$ cat config.mk
export PLATFORM = sky130hd
export DESIGN_NAME = dca_matrix_row_lsu
export DESIGN_NICKNAME = d
export VERILOG_FILES = /design/src/rtl/dca_matrix_row_lsu.sv
export SDC_FILE = /design/constraint.sdc
export NUM_CORES = 1
export LEC_CHECK = 0
export BUFFER_PORTS_ARGS = -buffer_cell sky130_fd_sc_hd__buf_2
export CORE_MARGIN = 3
export CORE_UTILIZATION = 45
export DETAILED_ROUTE_END_ITERATION = 7
export GPL_TIMING_DRIVEN = 0
export PLACE_DENSITY = 0.66
export SLEW_MARGIN = 0
export SYNTH_ARGS = -nofsm -noshare
export SYNTH_HDL_FRONTEND = slang
export SYNTH_SLANG_ARGS = --single-unit
export TNS_END_PERCENT = 100
$ cat constraint.sdc
create_clock -name clk -period 24.6 [get_ports clk]
set_clock_uncertainty 0.2 [all_clocks]
set_input_delay 3.69 -clock clk [delete_from_list [all_inputs] [get_ports clk]]
set_output_delay 3.69 -clock clk [all_outputs]
set_load 0.05 [all_outputs]
$ cat src/rtl/dca_matrix_row_lsu.sv
// dca_matrix_row_lsu
// Matrix row load/store unit between the memory fabric and the matrix MAC
// core's per-operand LSU ports. One instruction is handled at a time.
//
// A load issues strided memory reads. The returned rows are buffered in a
// small FIFO and streamed to the core, with wlast set on the final row.
// A store pulls rows from the core one at a time and writes each one to
// memory at a strided address. One row is one memory beat.
//
// Ports:
//   clk, rst                  clock, asynchronous active-high reset
//   sinst_*                   instruction in (valid/ready/data) and
//                             decode/execute pulses plus busy out
//   sload_tensor_row_*        load rows to the core (valid/last/data, ready in)
//   sstore_tensor_row_*       store rows from the core (valid/last out,
//                             ready/data in)
//   mem_req_*                 memory request (valid/ready/write/addr/wdata)
//   mem_rsp_*                 in-order read return, no backpressure
module dca_matrix_row_lsu #(
    parameter int BW_ADDR    = 32,
    parameter int BW_ROW     = 128,
    parameter int FIFO_DEPTH = 4
) (
    input  logic              clk,
    input  logic              rst,
    input  logic              sinst_wvalid,
    input  logic [63:0]       sinst_wdata,
    output logic              sinst_wready,
    output logic              sinst_decode_finish,
    output logic              sinst_execute_finish,
    output logic              sinst_busy,
    output logic              sload_tensor_row_wvalid,
    output logic              sload_tensor_row_wlast,
    output logic [BW_ROW-1:0] sload_tensor_row_wdata,
    input  logic              sload_tensor_row_wready,
    output logic              sstore_tensor_row_rvalid,
    output logic              sstore_tensor_row_rlast,
    input  logic              sstore_tensor_row_rready,
    input  logic [BW_ROW-1:0] sstore_tensor_row_rdata,
    output logic              mem_req_valid,
    input  logic              mem_req_ready,
    output logic              mem_req_write,
    output logic [BW_ADDR-1:0] mem_req_addr,
    output logic [BW_ROW-1:0] mem_req_wdata,
    input  logic              mem_rsp_valid,
    input  logic [BW_ROW-1:0] mem_rsp_rdata
);

    localparam int PW = $clog2(FIFO_DEPTH);
    localparam int CW = PW + 1;
    localparam logic [CW:0] DEPTH_LIM = (CW+1)'(FIFO_DEPTH);

    typedef enum logic [2:0] {IDLE, LOAD, ST_PULL, ST_WRITE, DONE} state_t;

    state_t              state;
    logic [7:0]          num_rows;
    logic [15:0]         stride;
    logic [BW_ADDR-1:0]  addr;
    logic [7:0]          row_idx;
    logic [7:0]          issued;
    logic [CW-1:0]       outstanding;
    logic [CW-1:0]       fifo_count;
    logic [PW-1:0]       wr_ptr;
    logic [PW-1:0]       rd_ptr;
    logic [BW_ROW-1:0]   fifo_mem [FIFO_DEPTH];
    logic [BW_ROW-1:0]   wr_row;
    logic                decode_q;

    logic                credit_ok;
    logic                load_req;
    logic                load_fire;
    logic                push;
    logic                load_valid;
    logic                pop;
    logic                last_row;
    logic [6:0]          unused_rsvd;

    assign unused_rsvd = sinst_wdata[7:1];

    // A read may only be issued while every in-flight read still has a
    // guaranteed FIFO slot, since responses cannot be backpressured.
    assign credit_ok  = ({1'b0, outstanding} + {1'b0, fifo_count}) < DEPTH_LIM;
    assign load_req   = (state == LOAD) && (issued < num_rows) && credit_ok;
    assign load_fire  = load_req && mem_req_ready;
    assign push       = (state == LOAD) && mem_rsp_valid;
    assign load_valid = (state == LOAD) && (fifo_count != '0);
    assign pop        = load_valid && sload_tensor_row_wready;
    // row_idx counts popped rows on loads and written rows on stores.
    assign last_row   = (row_idx == num_rows - 8'd1);

    assign sinst_wready             = (state == IDLE);
    assign sinst_busy               = (state != IDLE);
    assign sinst_decode_finish      = decode_q;
    // An empty instruction enters DONE while the decode pulse is still high,
    // so it waits one extra cycle there before reporting completion.
    assign sinst_execute_finish     = (state == DONE) && !decode_q;
    assign sload_tensor_row_wvalid  = load_valid;
    assign sload_tensor_row_wlast   = load_valid && last_row;
    assign sload_tensor_row_wdata   = fifo_mem[rd_ptr];
    assign sstore_tensor_row_rvalid = (state == ST_PULL);
    assign sstore_tensor_row_rlast  = (state == ST_PULL) && last_row;
    assign mem_req_valid            = load_req || (state == ST_WRITE);
    assign mem_req_write            = (state == ST_WRITE);
    assign mem_req_addr             = addr;
    assign mem_req_wdata            = wr_row;

    // Main controller: instruction latch, address generation, read credit
    // tracking, load FIFO and the store pull/write handshake.
    always_ff @(posedge clk or posedge rst) begin
        if (rst) begin
            state       <= IDLE;
            num_rows    <= '0;
            stride      <= '0;
            addr        <= '0;
            row_idx     <= '0;
            issued      <= '0;
            outstanding <= '0;
            fifo_count  <= '0;
            wr_ptr      <= '0;
            rd_ptr      <= '0;
            wr_row      <= '0;
            decode_q    <= 1'b0;
            for (int i = 0; i < FIFO_DEPTH; i++) begin
                fifo_mem[i] <= '0;
            end
        end else begin
            decode_q <= 1'b0;
            case (state)
                IDLE: begin
                    if (sinst_wvalid) begin
                        addr     <= BW_ADDR'(sinst_wdata[63:32]);
                        stride   <= sinst_wdata[31:16];
                        num_rows <= sinst_wdata[15:8];
                        row_idx  <= '0;
                        issued   <= '0;
                        decode_q <= 1'b1;
                        if (sinst_wdata[15:8] == 8'd0) begin
                            state <= DONE;
                        end else if (sinst_wdata[0]) begin
                            state <= ST_PULL;
                        end else begin
                            state <= LOAD;
                        end
                    end
                end
                LOAD: begin
                    if (load_fire) begin
                        addr   <= addr + BW_ADDR'(stride);
                        issued <= issued + 8'd1;
                    end
                    if (load_fire && !push) begin
                        outstanding <= outstanding + CW'(1);
                    end else if (push && !load_fire) begin
                        outstanding <= outstanding - CW'(1);
                    end
                    if (push) begin
                        fifo_mem[wr_ptr] <= mem_rsp_rdata;
                        wr_ptr           <= wr_ptr + PW'(1);
                    end
                    if (push && !pop) begin
                        fifo_count <= fifo_count + CW'(1);
                    end else if (pop && !push) begin
                        fifo_count <= fifo_count - CW'(1);
                    end
                    if (pop) begin
                        rd_ptr  <= rd_ptr + PW'(1);
                        row_idx <= row_idx + 8'd1;
                        if (last_row) begin
                            state <= DONE;
                        end
                    end
                end
                ST_PULL: begin
                    if (sstore_tensor_row_rready) begin
                        wr_row <= sstore_tensor_row_rdata;
                        state  <= ST_WRITE;
                    end
                end
                ST_WRITE: begin
                    if (mem_req_ready) begin
                        row_idx <= row_idx + 8'd1;
                        addr    <= addr + BW_ADDR'(stride);
                        state   <= last_row ? DONE : ST_PULL;
                    end
                end
                DONE: begin
                    if (!decode_q) begin
                        state <= IDLE;
                    end
                end
                default: state <= IDLE;
            endcase
        end
    end

endmodule

==> impl_results.md, run 1 <==
* DP HPWL at 65.0 mm
* Post-synth top area share at 56.5%
* CP endpoint: sload_tensor_row_wdata[126]
* Most crowded layer after global routing: met2
* I/O pins at 625
* CP max stage delay at 870 ps
* Fin. max-slew vios at 0
* Fill count at 5825
* Synth cell types at 75
* Initial antenna violation count at 27
* Req. time, crit path at 20710 ps
* Worst reg2reg path depth at 10
* Gp weighted congestion at 0.934
* Initial Util at 45.7%
* Final hold vios at 0
* Non-Filler Instances at 3877
* Post-synth EDFFs at 0
* Global-route met3 utilization at 4.85%
* Chip width at 273 um
* Pin count of the biggest net entering global routing at 144
* Vias in the first global route at 23000
* Layout Nets at 3228
* DP Area at 0.0366 mm^2
* Critical Path Source: rd_ptr[0]$_DFFE_PP0P_
* Mapped Avg Cell Area at 14.9 um^2
* Root buf cell: clkbuf_16
* Fin area at 0.0391 mm^2
* Post-Route WL at 89.0 mm
* Share of layout cells above drive strength 1 at 55.3%
* Vias post-DR at 21100
* FMAX at 134 MHz
* Yosys reg bits at 726
* Post-CTS setup buffers at 0
* Cts hold-fix bufs at 0
* Inst Count DP at 3724
* Routed Antenna Nets at 0
* Max_slew headroom at 23.5%
* Num rows at 97
* Most numerous cell in the Yosys netlist: dfrtp_1
* DRT iter0 DRCs at 1307
* Met2 usage at 41.2%
* Register area at 0.0182 mm^2
* CP arrival at 3550 ps
* Slowest cell on crit path: clkbuf_1
* Crit-path max FO at 10
* CP Cell Sequence: clkbuf_1 -> clkbuf_1 -> buf_1 -> mux4_2 -> buf_2
* Overflow after GRT at 0
* Synthesis Warnings at 0
* Multi-input gate area at 0.0133 mm^2
* Critical path depth in cells at 5
* Sequential share of the synthesized area at 56.5%
* Critical Path Sink Type: primary output
* Worst-skew pair later-pin latency at 590 ps
* Core box area at 0.0704 mm^2
* Post-synthesis instance area at 0.0322 mm^2
* Critical path's top delay family: buffers and inverters
* Max_cap viols at 0
* Area leader, netlist: dfrtp_1
* Reg2reg setup slack at 21210 ps
* Commonest cells in the synthesized netlist: 726 x dfrtp_1, 642 x mux2_2, 128 x mux4_2
* DRT Pass-1 Iters at 6
* Synth Net Count at 2526
* Setup crit start kind: flip-flop
* Die height at 273 um
* Worst R2R End: mem_req_addr[3]$_DFFE_PP0P_
* CP most frequent cell: clkbuf_1
* Setup TNS at 0 ps
* DR WL/cell at 22.9 um
* PostCTS Resize Cnt at 0
* Port bufs at 617
* Syn Inst Count at 2162
* Pin slew with the least headroom to its limit at 1150 ps
* # clock sinks at 726
* Layout area overhead at 21.5%
* Combined buffer and inverter count along the critical path at 4
* First-pass GRT wire length at 136 mm
* DIE AREA at 0.0747 mm^2
* Min-Delay Path Class: flip-flop to flip-flop
* Via-per-instance ratio at 5.44
* Ys flop type: dfrtp_1
* Clock Path Buffers at 3
* Met1 usage at 29.2%
* H-Tree Depth at 3
* # setup viols final at 0
* Reg-to-reg startpoint: num_rows[4]$_DFFE_PP0P_
* RSZ-0062 raised after global routing: false
* Status: finished, final reports clean
* GRT Total Usage at 23.7%
* Ys async rst share at 100%
* Fin crit period at 7440 ps
* Period utilization at 30.2%
* CTS tree: built
* Worst-path clk slew at 60 ps
* DRC Markers at 0
* Top cells by area, synth: dfrtp_1 56%, mux2_2 22%, mux4_2 9.0%
* TritonCTS buffer count at 78
* Critical path class: flip-flop to primary output
cells by family (layout without fill, tap and decap cells):
logic type | after synthesis | after routing | share of synthesized area, %
mux | 773 | 773 | 31.5
xor+xnor | 39 | 39 | 1.06
other cells | 0 | 18 | 0
compound gates | 162 | 162 | 3.50
flops | 726 | 726 | 56.5
buf+inv | 161 | 918 | 2.22
simple gates | 264 | 264 | 3.71
fa+ha+maj | 37 | 37 | 1.51
layer usage:
layer	part of all wire, %	routed length (um)	up-vias
met1	39	34600	10900
met4	3.4	3000	6
li1	-	-	9343
met3	6.3	5620	164
met5	0.038	34	-
met2	51	45700	677
registers in the layout, summed over array words and instances, names as in the netlist:
| signal | cells |
|---|---|
| fifo_mem | 512 |
| mem_req_wdata | 128 |
| mem_req_addr | 32 |
| stride | 16 |
| issued | 8 |
| num_rows | 8 |
| row_idx | 8 |
| fifo_count | 3 |
| outstanding | 3 |
| state | 3 |
| rd_ptr | 2 |
| wr_ptr | 2 |
| sinst_decode_finish | 1 |
area by class of cell:
class / instances / share of cell area, %
inverters: 33 / 0.336
clock inverters: 27 / 0.586
diodes: 18 / 0.115
clock buffers: 108 / 5.69
multi-input cells: 1275 / 34.0
well taps: 940 / 3.01
repair buffers: 622 / 8.25
flip-flops and latches: 726 / 46.5
plain buffers: 128 / 1.51
through the flow:
step | setup WS, ps | utilization, % | hold slack (ps)
finish | 17160 | 55.5 | 282
global route | 16900 | 55.5 | 305
floorplan | 343 | - | 250
CTS | 16920 | 55.5 | 284
global placement | -5710 | 51.8 | 272
detailed placement | 17570 | 52.0 | 273
placed cells by master, fill, tap and decap left out, types with 4 or more instances in the layout:
cell / count
dfrtp_1: 726
buf_2: 698
mux2_2: 642
mux4_2: 128
nand2_1: 123
clkbuf_16: 78
nor2_1: 57
clkbuf_1: 55
o21ai_0: 34
a21oi_1: 34
ha_1: 34
inv_1: 31
nand3_1: 20
xnor2_1: 20
xor2_1: 19
diode_2: 18
clkbuf_8: 16
clkinv_2: 14
a211oi_1: 12
nor3_1: 10
o211ai_1: 9
a31oi_1: 9
and2_1: 8
and3_1: 8
o22a_1: 8
nand4_1: 7
nor4_1: 5
o21a_1: 5
inv_6: 5
buf_16: 5
o21ai_1: 4
buf_1: 4
a311oi_1: 4
clkinvlp_4: 4
worst min-delay path by stage:
stage | startpoint | endpoint | slack, ps | depth (start not counted)
5_1_grt | fifo_mem[169]$_DFFE_PP0P_ | fifo_mem[169]$_DFFE_PP0P_ | 310 | 1
6_report | outstanding[2]$_DFFE_PP0P_ | outstanding[2]$_DFFE_PP0P_ | 280 | 1
2_1_floorplan | stride[0]$_DFFE_PP0P_ | stride[0]$_DFFE_PP0P_ | 250 | 2
4_1_cts | outstanding[2]$_DFFE_PP0P_ | outstanding[2]$_DFFE_PP0P_ | 280 | 1
3_5_place_dp | outstanding[2]$_DFFE_PP0P_ | outstanding[2]$_DFFE_PP0P_ | 270 | 1
3_3_place_gp | stride[2]$_DFFE_PP0P_ | stride[2]$_DFFE_PP0P_ | 270 | 2
worst reg2reg max path: stages (launching register included):
cell	delay (ps)
dfrtp_1	320
clkbuf_1	280
inv_1	140
ha_1	290
o21ai_0	70
a21oi_1	210
a211oi_1	140
buf_4	200
a211oi_2	660
clkbuf_1	530
o21ai_0	210
Power of run 1 is left out: the tool's default activity adds up to more than one toggle a clock period on the data nets, which glitch-free logic cannot reach.
==> run 2: changes to the inputs <==
PLACE_DENSITY = 0.63   (was 0.66)
clock period = 7.6 ns   (was 24.6 ns; I/O delays follow)
==> impl_results.md, run 2 (same netlist as run 1, synthesis figures left out) <==
* GRT Total Usage at 23.7% (about the same)
* Critical Path Sink Type: primary output
* DRT iter0 DRCs at 1172 (-10%)
* Overflow after GRT at 0 (unchanged)
* I/O pins at 625 (unchanged)
* Worst-path clk slew at 60 ps (about the same)
* Top reg by flops: fifo_mem
* Min-Delay Path Class: flip-flop to flip-flop
* Max_slew headroom at 32.2% (+8.7 points)
* PostCTS Resize Cnt at 0 (unchanged)
* TritonCTS buffer count at 80 (+2.6%)
* Commonest non-fill, non-tap cell in the layout: dfrtp_1
* CP endpoint: sload_tensor_row_wdata[124]
* Combined buffer and inverter count along the critical path at 4 (unchanged)
* Chip width at 273 um (unchanged)
* RSZ-0062 raised after global routing: false
* Status: finished, final reports clean
* Reg2reg setup slack at 4370 ps (-16840 ps)
* Cts hold-fix bufs at 0 (unchanged)
* Die height at 273 um (unchanged)
* Gp weighted congestion at 0.899 (-3.8%)
* DIE AREA at 0.0747 mm^2 (unchanged)
* Critical Path Source: rd_ptr[0]$_DFFE_PP0P_
* Post-CTS setup buffers at 0 (unchanged)
* Setup TNS at 0 ps (unchanged)
* Crit-path max FO at 10 (unchanged)
* DP HPWL at 65.8 mm (+1.2%)
* Pin count of the biggest net entering global routing at 46 (-68%)
* Initial antenna violation count at 31 (+15%)
* Port bufs at 617 (unchanged)
* Fin crit period at 4660 ps
* Slowest cell on crit path: buf_1
* Critical path's top delay family: buffers and inverters
* Req. time, crit path at 6260 ps (-14450 ps)
* Setup crit start kind: flip-flop
* Worst-skew pair later-pin latency at 610 ps (+20 ps)
* Fin. max-slew vios at 0 (unchanged)
* # clock sinks at 726 (unchanged)
* Worst reg2reg path depth at 10 (unchanged)
* Critical path depth in cells at 5 (unchanged)
* First-pass GRT wire length at 136 mm (about the same)
* H-Tree Depth at 3 (unchanged)
* Routed Antenna Nets at 0 (unchanged)
* Reg-to-reg startpoint: num_rows[4]$_DFFE_PP0P_
* Final hold vios at 0 (unchanged)
* DR WL/cell at 22.7 um (-1.0%)
* Worst R2R End: mem_req_addr[2]$_DFFE_PP0P_
* Layout area overhead at 23.5%
* CP arrival at 3320 ps (-230 ps)
* Vias in the first global route at 23100 (+0.13%)
* Post-Route WL at 88.7 mm (-0.31%)
* CP Cell Sequence: clkbuf_1 -> clkbuf_1 -> buf_1 -> mux4_2 -> buf_2
* DRC Markers at 0 (unchanged)
* Num rows at 97 (unchanged)
* Clock Path Buffers at 3 (unchanged)
* FMAX at 215 MHz
* CP max stage delay at 710 ps (-160 ps)
* Period utilization at 61.3%
* Fin Hold WS at 283 ps (+1.39 ps)
* Via-per-instance ratio at 5.43 (-0.35%)
* Max_cap viols at 0 (unchanged)
* Initial Util at 45.7% (unchanged)
* Most frequent cells in the layout: 726 x dfrtp_1, 698 x buf_2, 642 x mux2_2
* Core box area at 0.0704 mm^2 (unchanged)
* Layout Nets at 3244 (+0.50%)
* # setup viols final at 0 (unchanged)
* Hold wc startpoint: stride[6]$_DFFE_PP0P_
* DRT Pass-1 Iters at 5 (-1)
* Critical path class: flip-flop to primary output
* Max FFs per register at 512 (unchanged)
* CTS tree: built
* Share of layout cells above drive strength 1 at 55.7% (+0.42 points)
* Pin slew with the least headroom to its limit at 1020 ps (-130 ps)
* Root buf cell: clkbuf_16
* Vias post-DR at 21200 (+0.39%)
* Final core occ at 56.4% (+0.92 points)
* CP most frequent cell: clkbuf_1
run 2: changes by cell type in the layout (fill, tap and decap cells not counted), moves of 2 or more:
cell and change:
inv_6 -3, clkinv_8 +2, buf_12 +19, buf_16 -5, bufinv_16 +9, clkinv_2 +2, clkbuf_16 +4
run 2: per-stage QoR:
| step | setup WS (ps) | cells | instance area, um^2 |
|---|---|---|---|
| after floorplan | -3690 | 2162 | 32200 |
| after global placement | -7130 | 3719 | 36400 |
| after detailed placement | 3390 | 3738 | 36800 |
| after CTS | 2720 | 3887 | 39700 |
| after global routing | 2590 | 3902 | 39700 |
| final | 2940 | 3906 | 39700 |
run 2: tightest hold or removal path, cell delays in order (launching register included):
cell and delay [ps]:
dfrtp_1 340, nand2_1 50, nand2_1 60
run 2: how the worst min path moves through the flow:
stage	to	slack, ps	depth (start not counted)
floorplan	stride[0]$_DFFE_PP0P_	250	2
global placement	stride[8]$_DFFE_PP0P_	270	2
detailed placement	stride[6]$_DFFE_PP0P_	270	2
CTS	stride[6]$_DFFE_PP0P_	290	2
global route	stride[6]$_DFFE_PP0P_	300	2
finish	stride[6]$_DFFE_PP0P_	280	2
run 2: per-layer routing:
metal / up-vias / share of wire, % / track usage [%]
met4: 6 / 4.0 / 10.7
met1: 11000 / 38 / 28.3
met3: 191 / 6.5 / 6.02
met2: 639 / 51 / 40.5
met5: - / 0.042 / 0
li1: 9399 / - / -
run 2: cell type report:
| cell class | instances | area (um^2) |
|---|---|---|
| Antenna cell | 19 | 47.5 |
| Tap cell | 940 | 1180 |
| Inverter | 33 | 128 |
| Multi-Input combinational cell | 1275 | 13300 |
| Buffer | 128 | 589 |
| Fill cell | 5842 | 30700 |
| Timing Repair Buffer | 636 | 3470 |
| Clock buffer | 113 | 2340 |
| Sequential cell | 726 | 18200 |
| Clock inverter | 36 | 519 |
Power of run 2 is left out for the same reason.
==> run 3: changes to the inputs <==
PLACE_DENSITY = 0.66   (was 0.63)
clock period = 4.04 ns   (was 7.6 ns; I/O delays follow)
==> impl_results.md, run 3 (same netlist as run 1, synthesis figures left out) <==
* Hold depth at 3 (+1)
* # clock sinks at 726 (unchanged)
* CP arrival at 3010 ps (-310 ps)
* Final hold vios at 0 (unchanged)
* Crit-path max FO at 6 (-4)
* DRT iter0 DRCs at 1163 (-0.77%)
* Vias post-DR at 21900 (+3.2%)
* DIE AREA at 0.0747 mm^2 (unchanged)
* Top reg by flops: fifo_mem
* RSZ-0062 raised after global routing: false
* TritonCTS buffer count at 79 (-1.3%)
* Routed Antenna Nets at 0 (unchanged)
* Inst Count DP at 3737 (-0.027%)
* Overflow after GRT at 0 (unchanged)
* Worst-path clk slew at 60 ps (about the same)
* Layout area overhead at 27.3%
* Max_slew headroom at 37.0% (+4.8 points)
* DRT Pass-1 Iters at 5 (unchanged)
* DP HPWL at 67.5 mm (+2.5%)
* CP Cell Sequence: inv_1 -> ha_1 -> nor3b_2 -> nor3b_1 -> o31ai_1 -> o2111ai_1 -> nor3_2 -> and2_1 -> buf_2
* Req. time, crit path at 3230 ps (-3030 ps)
* Clock Path Buffers at 3 (unchanged)
* First-pass GRT wire length at 142 mm (+4.4%)
* Port bufs at 617 (unchanged)
* DRC Markers at 0 (unchanged)
* Fin Hold WS at 36.9 ps (-247 ps)
* Initial Util at 45.7% (unchanged)
* DR WL/cell at 23.0 um (+1.4%)
* Critical path class: flip-flop to primary output
* Worst-skew pair later-pin latency at 620 ps (about the same)
* Status: finished, final reports clean
* Initial antenna violation count at 29 (-6.5%)
* FMAX at 262 MHz
* Critical Path Sink Type: primary output
* # setup viols final at 0 (unchanged)
* Critical path depth in cells at 9 (+4)
* Share of layout cells above drive strength 1 at 53.2% (-2.6 points)
* Pin slew with the least headroom to its limit at 945 ps (-72.1 ps)
* Num rows at 97 (unchanged)
* Root buf cell: clkbuf_16
* Chip width at 273 um (unchanged)
* GRT Total Usage at 24.8% (+1.1 points)
* Layout Nets at 3383 (+4.3%)
* Max FFs per register at 512 (unchanged)
* Worst reg2reg path depth at 10 (unchanged)
* Core box area at 0.0704 mm^2 (unchanged)
* Combined buffer and inverter count along the critical path at 2 (-2)
* Commonest non-fill, non-tap cell in the layout: dfrtp_1
* Setup crit start kind: flip-flop
* Min-Delay Path Class: primary input to flip-flop
* H-Tree Depth at 3 (unchanged)
* Most frequent cells in the layout: 725 x dfrtp_1, 698 x buf_2, 642 x mux2_2
* Slowest cell on crit path: dfrtp_2
* Post-Route WL at 92.8 mm (+4.6%)
* Gp weighted congestion at 0.863 (-4.0%)
* Die height at 273 um (unchanged)
* Max_cap viols at 0 (unchanged)
* Fin. max-slew vios at 0 (unchanged)
* Via-per-instance ratio at 5.42 (about the same)
* Fin crit period at 3810 ps
* Non-Filler Instances at 4031 (+3.2%)
* Period utilization at 94.4%
* Critical path's top delay family: simple AND/OR/NAND/NOR gates
* CP max stage delay at 460 ps (-250 ps)
* Pin count of the biggest net entering global routing at 46 (unchanged)
* CTS tree: built
* I/O pins at 625 (unchanged)
* Setup TNS at 0 ps (unchanged)
* Vias in the first global route at 23900 (+3.4%)
[run 3: worst reg2reg max path: stages, from the launching register on]
cell and delay, ps:
dfrtp_1 320, clkbuf_1 270, inv_1 130, ha_1 290, o21ai_0 80, a21oi_1 210
a211oi_1 130, buf_4 200, a211oi_2 570, clkbuf_1 550, o21ai_0 210
[run 3: repair_timing]
| item | 4_1_cts | 5_1_grt |
|---|---|---|
| endpoints found under the hold margin | 171 | 0 |
| endpoints found under the setup margin | 80 | 2 |
| gates cloned | 0 | 0 |
| gates resized for setup | 4 | 2 |
| pin swaps | 0 | 1 |
| setup buffers | 0 | 1 |
| hold buffers | 140 | 0 |
[run 3: worst paths after layout]
check	start	endpoint	slack [ps]
hold / removal	sinst_wdata[46]	mem_req_addr[14]$_DFFE_PP0P_	40
min in group asynchronous	rst	fifo_mem[261]$_DFFE_PP0P_	460
setup / recovery	num_rows[0]$_DFFE_PP0P_	sload_tensor_row_wlast	230
hold reg to reg	outstanding[2]$_DFFE_PP0P_	outstanding[2]$_DFFE_PP0P_	280
setup reg to reg	num_rows[4]$_DFFE_PP0P_	mem_req_addr[2]$_DFFE_PP0P_	730
max in group asynchronous	rst	fifo_mem[330]$_DFFE_PP0P_	500
[run 3: through the flow]
step | setup WS (ps) | util (%) | cell area, um^2
after floorplan | -6710 | - | 32200
after global placement | -10050 | 51.8 | 36400
after detailed placement | 286 | 52.3 | 36800
after CTS | 46.5 | 58.1 | 40900
after global routing | 25.8 | 58.2 | 40900
final | 226 | 58.2 | 41000
[run 3: routing by layer]
metal	track usage, %	vias up	routed length (um)
li1	-	9638	-
met1	29.8	11400	36000
met2	42.9	641	47500
met3	5.85	190	5500
met4	10.2	18	3680
met5	0	-	138
[run 3: final cells by class]
class	count	area, um^2
antenna	17	42.5
tap	940	1180
buffer	128	599
clock buffer	110	2260
multi-input combinational	1275	13300
inverter	33	128
sequential	726	18200
fill	5561	29400
timing repair buffer	776	4860
clock inverter	26	425
Power of run 3 is left out for the same reason.
